**src/rtl/execute_stage.sv**
```systemverilog
// LC3 execute stage: operand forwarding, ALU, address adder and branch-condition decode,
// all results registered for the downstream stages and held while enable_execute is low.
module execute_stage #(
  parameter int DATA_WIDTH = 16
) (
  input  logic                  clock,
  input  logic                  reset,
  input  logic                  enable_execute,
  input  logic [1:0]            W_Control_in,
  input  logic                  Mem_Control_in,
  input  logic [5:0]            E_Control,
  input  logic [DATA_WIDTH-1:0] IR,
  input  logic [DATA_WIDTH-1:0] npc,
  input  logic [DATA_WIDTH-1:0] VSR1,
  input  logic [DATA_WIDTH-1:0] VSR2,
  input  logic [DATA_WIDTH-1:0] Mem_Bypass_Val,
  input  logic                  bypass_alu_1,
  input  logic                  bypass_alu_2,
  input  logic                  bypass_mem_1,
  input  logic                  bypass_mem_2,
  output logic [DATA_WIDTH-1:0] aluout,
  output logic [DATA_WIDTH-1:0] pcout,
  output logic [1:0]            W_Control_out,
  output logic                  Mem_Control_out,
  output logic [DATA_WIDTH-1:0] M_Data,
  output logic [2:0]            dr,
  output logic [2:0]            NZP,
  output logic [2:0]            sr1,
  output logic [2:0]            sr2
);
  localparam logic [3:0] OP_BR  = 4'b0000, OP_ADD = 4'b0001, OP_LD  = 4'b0010,
                         OP_AND = 4'b0101, OP_LDR = 4'b0110, OP_NOT = 4'b1001,
                         OP_LDI = 4'b1010, OP_JMP = 4'b1100, OP_LEA = 4'b1110;

  logic [1:0]            alu_control, pcselect1;
  logic                  pcselect2, op2select;
  logic [3:0]            opcode;
  logic [DATA_WIDTH-1:0] val1, val2, op2, alu_res, offset, base, addr;
  logic [2:0]            dr_next, nzp_next;
  logic                  is_alu;

  assign {alu_control, pcselect1, pcselect2, op2select} = E_Control;
  assign opcode = IR[15:12];
  assign sr1    = IR[8:6];
  assign sr2    = IR[2:0];

  // Forwarding: the stage's own registered result outranks the MemAccess value.
  always_comb begin
    val1 = bypass_alu_1 ? aluout : (bypass_mem_1 ? Mem_Bypass_Val : VSR1);
    val2 = bypass_alu_2 ? aluout : (bypass_mem_2 ? Mem_Bypass_Val : VSR2);
    op2  = op2select ? val2 : {{(DATA_WIDTH-5){IR[4]}}, IR[4:0]};
  end

  always_comb begin
    case (alu_control)
      2'b00:   alu_res = val1 + op2;
      2'b01:   alu_res = val1 & op2;
      2'b10:   alu_res = ~val1;
      default: alu_res = val1;
    endcase
  end

  always_comb begin
    case (pcselect1)
      2'b00:   offset = {{(DATA_WIDTH-11){IR[10]}}, IR[10:0]};
      2'b01:   offset = {{(DATA_WIDTH-9){IR[8]}},  IR[8:0]};
      2'b10:   offset = {{(DATA_WIDTH-6){IR[5]}},  IR[5:0]};
      default: offset = '0;
    endcase
    base = pcselect2 ? npc : val1;
    addr = offset + base;
  end

  always_comb begin
    is_alu = (opcode == OP_ADD) || (opcode == OP_AND) || (opcode == OP_NOT);
    case (opcode)
      OP_ADD, OP_AND, OP_NOT, OP_LD, OP_LDR, OP_LDI, OP_LEA: dr_next = IR[11:9];
      default:                                               dr_next = 3'd0;
    endcase
    case (opcode)
      OP_BR:   nzp_next = IR[11:9];
      OP_JMP:  nzp_next = 3'b111;
      default: nzp_next = 3'b000;
    endcase
  end

  always_ff @(posedge clock or negedge reset) begin
    if (!reset) begin
      aluout          <= '0;
      pcout           <= '0;
      W_Control_out   <= '0;
      Mem_Control_out <= 1'b0;
      M_Data          <= '0;
      dr              <= '0;
      NZP             <= '0;
    end else if (enable_execute) begin
      aluout          <= is_alu ? alu_res : addr;
      pcout           <= addr;
      W_Control_out   <= W_Control_in;
      Mem_Control_out <= Mem_Control_in;
      M_Data          <= val2;
      dr              <= dr_next;
      NZP             <= nzp_next;
    end
  end
endmodule

```
**config.mk**
```make
export PLATFORM = sky130hd
export DESIGN_NAME = execute_stage
export DESIGN_NICKNAME = d
export VERILOG_FILES = /design/src/rtl/execute_stage.sv
export SDC_FILE = /design/constraint.sdc
export NUM_CORES = 1
export LEC_CHECK = 0
export CAP_MARGIN = 20
export CORE_MARGIN = 10
export CORE_UTILIZATION = 40
export DETAILED_ROUTE_END_ITERATION = 10
export GPL_TIMING_DRIVEN = 0
export HOLD_SLACK_MARGIN = 0.06
export PLACE_DENSITY = 0.7
export SKIP_CTS_REPAIR_TIMING = 1
export SLEW_MARGIN = 20
export SYNTH_ARGS = -nofsm -noshare
export SYNTH_HDL_FRONTEND = slang
export SYNTH_SLANG_ARGS = --single-unit
```
**constraint.sdc**
```tcl
create_clock -name clock -period 6 [get_ports clock]
set_clock_uncertainty 0.2 [all_clocks]
set_input_delay 0.9 -clock clock [delete_from_list [all_inputs] [get_ports clock]]
set_output_delay 0.9 -clock clock [all_outputs]
set_load 0.02 [all_outputs]
```
==> summary.md, run 1 <==
| Metric | Value |
|---|---|
| Sw Ratio | `0.3995` |
| Final Instance Count excl. Fillers | `981` |
| Top-area cell type share of the netlist area | `0.2733` |
| Sink Count | `57` |
| GRT met3 Usage | `0.06087` |
| Pwr per Cell Area | `287.1 nW/um^2` |
| Yosys cell types | `62` |
| Synthesized instance count | `639` |
| Comb power frac | `0.503` |
| Worst vdd ir | `191.1 uV` |
| Worst reg2reg path depth | `12` |
| WL final | `18.99 mm` |
| WP data required | `6.03 ns` |
| Reg2Reg Setup Slack | `2.55 ns` |
| Die Y | `134.2 um` |
| Clk buf depth | `2` |
| Fraction of layout cells with a size suffix above 1 | `0.08529` |
| GR Util met1 | `0.2443` |
| Total Routing Usage GR | `0.2086` |
| Register area share after synthesis | `0.2733` |
| Largest net degree at the start of global routing | `40` |
| H-tree levels | `3` |
| Area leader, netlist | `dfrtp_1` |
| Gpl congestion | `0.8688` |
| Vias in the first global route | `5837` |
| Post-route minimum period | `4.586 ns` |
| Post-synth EDFFs | `0` |
| Fmax | `0.2180 GHz` |
| First-pass GRT wire length | `30.21 mm` |
| Met2 GRT Util | `0.3545` |
| Syn avg cell area | `8.169 um^2` |
| Design Area, Final | `7258 um^2` |
| Fin. Hold Viols | `0` |
| Via density | `5.583` |
| Slowest-stage cell, CP | `clkdlybuf4s50_1` |
| Clock root buffer | `clkbuf_16` |
| Avg WL per Cell | `19.35 um` |
| Launching point of the worst reg2reg path | `aluout[0]$_DFFE_PN0P_` |
| Maxcap violations | `0` |
| Dominant synthesized flop cell | `dfrtp_1` |
| Register clock-pin slew on the reported worst setup and hold paths | `0.06 ns` |
| Run status | `finished, final reports clean` |
| Diodes inserted | `0` |
| DRT antenna net count | `0` |
| Clk_lat worst skew | `0.34 ns` |
| Vias | `5477` |
| NetSw | `0.8324 mW` |
| Clock power share | `0.232` |
| Commonest cells in the netlist | `92 x nand2_1, 60 x a21oi_1, 57 x dfrtp_1` |
| Syn. warnings | `0` |
| Die area | `18020 um^2` |
| CP startpoint kind | `input port` |
| Crit path largest cell delay | `0.53 ns` |
| Kind of end point of the critical path | `flip-flop` |
| DRC | `0` |
| # rows | `41` |
| Mapped cell area | `5220 um^2` |
| Ports | `159` |
| Chip Width | `134.2 um` |
| Normalized max-slew margin | `0.4798` |
| DR pass1 iterations | `7` |
| Initial antenna violation count | `0` |
| FF-to-FF End | `aluout[10]$_DFFE_PN0P_` |
| I/O Buffers | `154` |
| Slew Limit Fails | `0` |
| Top post-synthesis cells by area | `dfrtp_1 27%, ha_1 7.4%, mux2i_1 7.3%` |
| Reg power frac | `0.265` |
| Lkg Pwr | `3.218 nW` |
| Period utilisation layout | `0.7644` |
| Area Growth Syn to Fin | `39.05%` |
| Worst path cell trace | `clkdlybuf4s50_1, clkbuf_1, o21ai_0, mux2_2, ha_1, fa_1, a211oi_2, o21ai_2, a31oi_4, xnor2_1, a222oi_1, nor2_1, a221o_1` |
| Num CTS Buffers | `9` |
| Core Area | `12720 um^2` |
| Post-DP HPWL | `15.46 mm` |
| DRT iter0 DRCs | `390` |
| Placed Cells | `966` |
| Critical Path AT | `4.61 ns` |
| Worst slew pin tran | `0.7803 ns` |
| Crit Path Max Fanout | `10` |
| Overflow left after global routing | `0` |
| HP Class | `in2async` |
| Int Pwr | `1.251 mW` |
| Gr busiest metal | `met2` |
| Asr flop ratio synth | `1.000` |
| Setup CP Type | `in2reg` |
| Starting Density | `0.4103` |
| Syn Nets | `768` |
| Synth Register Bits | `57` |
| RSZ-0062 raised after global routing | `false` |
| Layout net count | `934` |
| Post-DP Area | `6994 um^2` |
| CTS tree | `yes` |
| Most frequent cell after synthesis | `nand2_1` |
| Fin Setup TNS | `0 ns` |
| Endpoints failing setup | `0` |
==> sequential cells by signal (all words and copies together) (netlist names) <==
name,flops
aluout,16
pcout,16
dr,3
W_Control_out,2
M_Data,16
NZP,3
Mem_Control_out,1
==> per-stage QoR <==
| stage | hold slack (ns) | utilization | power, mW | setup WS [ns] |
|---|---|---|---|---|
| after floorplan | 0.3929 | - | 1.170 | 1.675 |
| after global placement | 0.2664 | 0.5484 | 1.579 | 1.207 |
| after detailed placement | 0.2768 | 0.5498 | 1.602 | 1.135 |
| after CTS | 0.2366 | 0.5705 | 2.089 | 1.484 |
| after global routing | 0.2490 | 0.5705 | 2.206 | 1.255 |
| final | 0.2381 | 0.5705 | 2.084 | 1.414 |
==> per-layer routing <==
| metal | part of all wire | wire [um] | vias up |
|---|---|---|---|
| met5 | 0 | 0 | - |
| met4 | 0.021 | 400 | 0 |
| met2 | 0.49 | 9308 | 210 |
| met1 | 0.42 | 7956 | 2626 |
| met3 | 0.070 | 1321 | 28 |
| li1 | - | - | 2613 |
==> power by group through the flow <==
stage | combinational [mW] | sequential, mW | clock, mW
after global placement | 1.02 | 0.555 | 0
after floorplan | 0.521 | 0.649 | 0
after CTS | 1.05 | 0.553 | 0.486
after detailed placement | 1.04 | 0.559 | 0
final | 1.05 | 0.553 | 0.483
after global routing | 1.14 | 0.564 | 0.504
==> kinds of logic (layout without fill, tap and decap cells) <==
kind of cell	Yosys count	count (layout)	synth area share
compound gates	195	195	0.2392
fa+ha+maj	33	33	0.08197
mux	70	70	0.1419
flops	57	57	0.2733
xor+xnor	34	34	0.05705
simple gates	181	181	0.1510
buf+inv	69	239	0.05561
==> cell usage in the layout, fill, tap and decap left out, types with 7 or more instances in the layout <==
master,instances
and2_1,7
o21ai_0,48
dfrtp_1,57
o21ai_1,7
clkbuf_1,26
o211ai_1,7
nor2_1,48
mux2i_1,38
a21o_1,15
a21oi_1,60
xor2_1,10
ha_1,31
buf_4,8
mux2_2,32
nand2_1,92
clkbuf_16,9
clkdlybuf4s50_1,153
inv_1,29
a211oi_1,12
xnor2_1,24
==> final cells by class <==
class | instances | area, um^2
inverters | 31 | 116.4
well taps | 172 | 215.2
fillers | 1208 | 5464
repair buffers | 155 | 1559
clock buffers | 12 | 246.5
multi-input cells | 513 | 3503
flip-flops and latches | 57 | 1426
clock inverters | 3 | 17.52
plain buffers | 38 | 173.9
==> how the worst max path moves through the flow <==
| stage | startpoint | slack, ns | to |
|---|---|---|---|
| CTS | bypass_alu_2 | 1.48 | aluout[10]$_DFFE_PN0P_ |
| global placement | bypass_alu_2 | 1.21 | aluout[10]$_DFFE_PN0P_ |
| detailed placement | bypass_alu_2 | 1.14 | aluout[10]$_DFFE_PN0P_ |
| finish | bypass_alu_2 | 1.41 | aluout[10]$_DFFE_PN0P_ |
| floorplan | bypass_mem_2 | 1.68 | aluout[10]$_DFFE_PN0P_ |
| global route | bypass_alu_2 | 1.25 | aluout[10]$_DFFE_PN0P_ |
==> critical path: cells and delay by family <==
kind | cells | cell delay (ns)
XOR/XNOR | 1 | 0.09
adder cells (fa/ha/maj) | 2 | 0.72
multiplexers | 1 | 0.32
AND/OR/NAND/NOR | 1 | 0.07
buffers and inverters | 2 | 0.96
AO/OA/AOI/OAI | 6 | 1.53
Note: power is estimated with default switching activity, not from simulation.
==> run 2: changes to the inputs <==
- clock period: 6 -> 4.7 ns (I/O delays scaled with it)
==> summary.md, run 2 (synthesis results as in run 1) <==
| Metric | Value |
|---|---|
| I/O Buffers | `154` |
| Top flop regs | `M_Data (16), aluout (16), pcout (16)` |
| Hold Slack | `0.2846 ns` |
| Ports | `159` |
| Fin Setup TNS | `0 ns` |
| DRT iter0 DRCs | `390` |
| Core Area | `12720 um^2` |
| Setup CP Type | `in2reg` |
| H-tree levels | `3` |
| Overflow left after global routing | `0` |
| Gpl congestion | `0.8688` |
| DRT antenna net count | `0` |
| Post-route minimum period | `4.423 ns` |
| Sink Count | `57` |
| Critical Path AT | `4.45 ns` |
| Comb power frac | `0.503` |
| CTS tree | `yes` |
| Lkg Pwr | `3.222 nW` |
| Maxcap violations | `0` |
| Worst slew pin tran | `0.7822 ns` |
| Register clock-pin slew on the reported worst setup and hold paths | `0.05 ns` |
| Layout net count | `935` |
| Most frequent cells in the layout | `153 x clkdlybuf4s50_1, 92 x nand2_1, 60 x a21oi_1` |
| Commonest non-fill, non-tap cell in the layout | `clkdlybuf4s50_1` |
| Die Y | `134.2 um` |
| Register area | `1426 um^2` |
| Int Pwr | `1.598 mW` |
| # rows | `41` |
| Area Growth Syn to Fin | `39.24%` |
| Kind of end point of the critical path | `flip-flop` |
| Period utilisation layout | `0.9411` |
| First-pass GRT wire length | `30.21 mm` |
| NetSw | `1.065 mW` |
| Worst vdd ir | `244.1 uV` |
| DRC | `0` |
| Chip Width | `134.2 um` |
| Clk buf depth | `2` |
| Vias in the first global route | `5837` |
| Total Routing Usage GR | `0.2086` |
| RSZ-0062 raised after global routing | `false` |
| Sw Ratio | `0.3999` |
| Post-DP HPWL | `15.46 mm` |
| WP data required | `4.73 ns` |
| Via density | `5.581` |
| Starting Density | `0.4103` |
| Crit Path Max Fanout | `10` |
| Clock power share | `0.231` |
| Multi-input combinational cell area | `3503 um^2` |
| Pwr per Cell Area | `366.3 nW/um^2` |
| Clock root buffer | `clkbuf_16` |
| Reg power frac | `0.265` |
| Slew Limit Fails | `0` |
| Fmax | `0.2261 GHz` |
| HP Class | `reg2reg` |
| CP startpoint kind | `input port` |
| DR pass1 iterations | `5` |
| Fillcell total | `1207` |
| Clk_lat worst skew | `0.34 ns` |
| Vias | `5481` |
| Num CTS Buffers | `9` |
| Run status | `finished, final reports clean` |
| Avg WL per Cell | `19.36 um` |
| Diodes inserted | `0` |
| Initial antenna violation count | `0` |
| Normalized max-slew margin | `0.4785` |
| Fin. Hold Viols | `0` |
| Fraction of layout cells with a size suffix above 1 | `0.08519` |
| Die area | `18020 um^2` |
| WL final | `19.01 mm` |
| Endpoints failing setup | `0` |
| Largest net degree at the start of global routing | `40` |
run 2: changes by cell type in the layout (fill, tap and decap cells not counted), sizes merged:
cell / delta
dlygate4sd3: +1
run 2: worst max-delay path, cell delays in order:
cell             delay [ns]
clkdlybuf4s50_1        0.53
clkbuf_1               0.44
o21ai_0                0.26
mux2_2                 0.32
ha_1                   0.26
fa_1                   0.46
a211oi_2               0.32
o21ai_2                0.14
a31oi_4                0.23
xnor2_1                0.09
a222oi_1               0.34
nor2_1                 0.07
a221o_1                0.26
run 2: layout make-up:
class / instances / share of cell area
clock buffers: 12 / 0.03391
multi-input cells: 513 / 0.4820
clock inverters: 3 / 0.002410
flip-flops and latches: 57 / 0.1962
well taps: 172 / 0.02961
repair buffers: 156 / 0.2159
plain buffers: 38 / 0.02393
inverters: 31 / 0.01601
run 2: worst paths after layout:
kind	start	to	slack, ns	cells past startpoint
hold reg to reg	pcout[15]$_DFFE_PN0P_	pcout[15]$_DFFE_PN0P_	0.28	1
min in group asynchronous	reset	pcout[7]$_DFFE_PN0P_	0.58	2
hold / removal	pcout[15]$_DFFE_PN0P_	pcout[15]$_DFFE_PN0P_	0.28	1
max in group asynchronous	reset	aluout[13]$_DFFE_PN0P_	3.20	3
setup / recovery	bypass_alu_2	aluout[10]$_DFFE_PN0P_	0.28	13
setup reg to reg	aluout[0]$_DFFE_PN0P_	aluout[10]$_DFFE_PN0P_	1.24	12
run 2: per-layer routing:
layer / track usage / wire length [um]
met1: 0.2443 / 7959
met2: 0.3545 / 9293
met3: 0.06087 / 1340
met4: 0.07134 / 415
met5: 0 / 0
run 2: per-stage QoR:
| step | area (um^2) | power, mW | worst slack [ns] | util | cells |
|---|---|---|---|---|---|
| final | 7268 | 2.662 | 0.2770 | 0.5713 | 982 |
| after global routing | 7268 | 2.816 | 0.1497 | 0.5713 | 982 |
| after CTS | 7258 | 2.667 | 0.3789 | 0.5705 | 981 |
| after detailed placement | 6994 | 2.045 | 0.03039 | 0.5498 | 966 |
| after global placement | 6977 | 2.016 | 0.1020 | 0.5484 | 965 |
| after floorplan | 5220 | 1.494 | 0.5702 | - | 639 |
run 2: power by group through the flow:
stage / clock [mW] / combinational (mW) / sequential [mW]
after global routing: 0.644 / 1.45 / 0.719
after detailed placement: 0 / 1.33 / 0.713
after CTS: 0.620 / 1.34 / 0.706
final: 0.616 / 1.34 / 0.706
after floorplan: 0 / 0.666 / 0.828
after global placement: 0 / 1.31 / 0.709
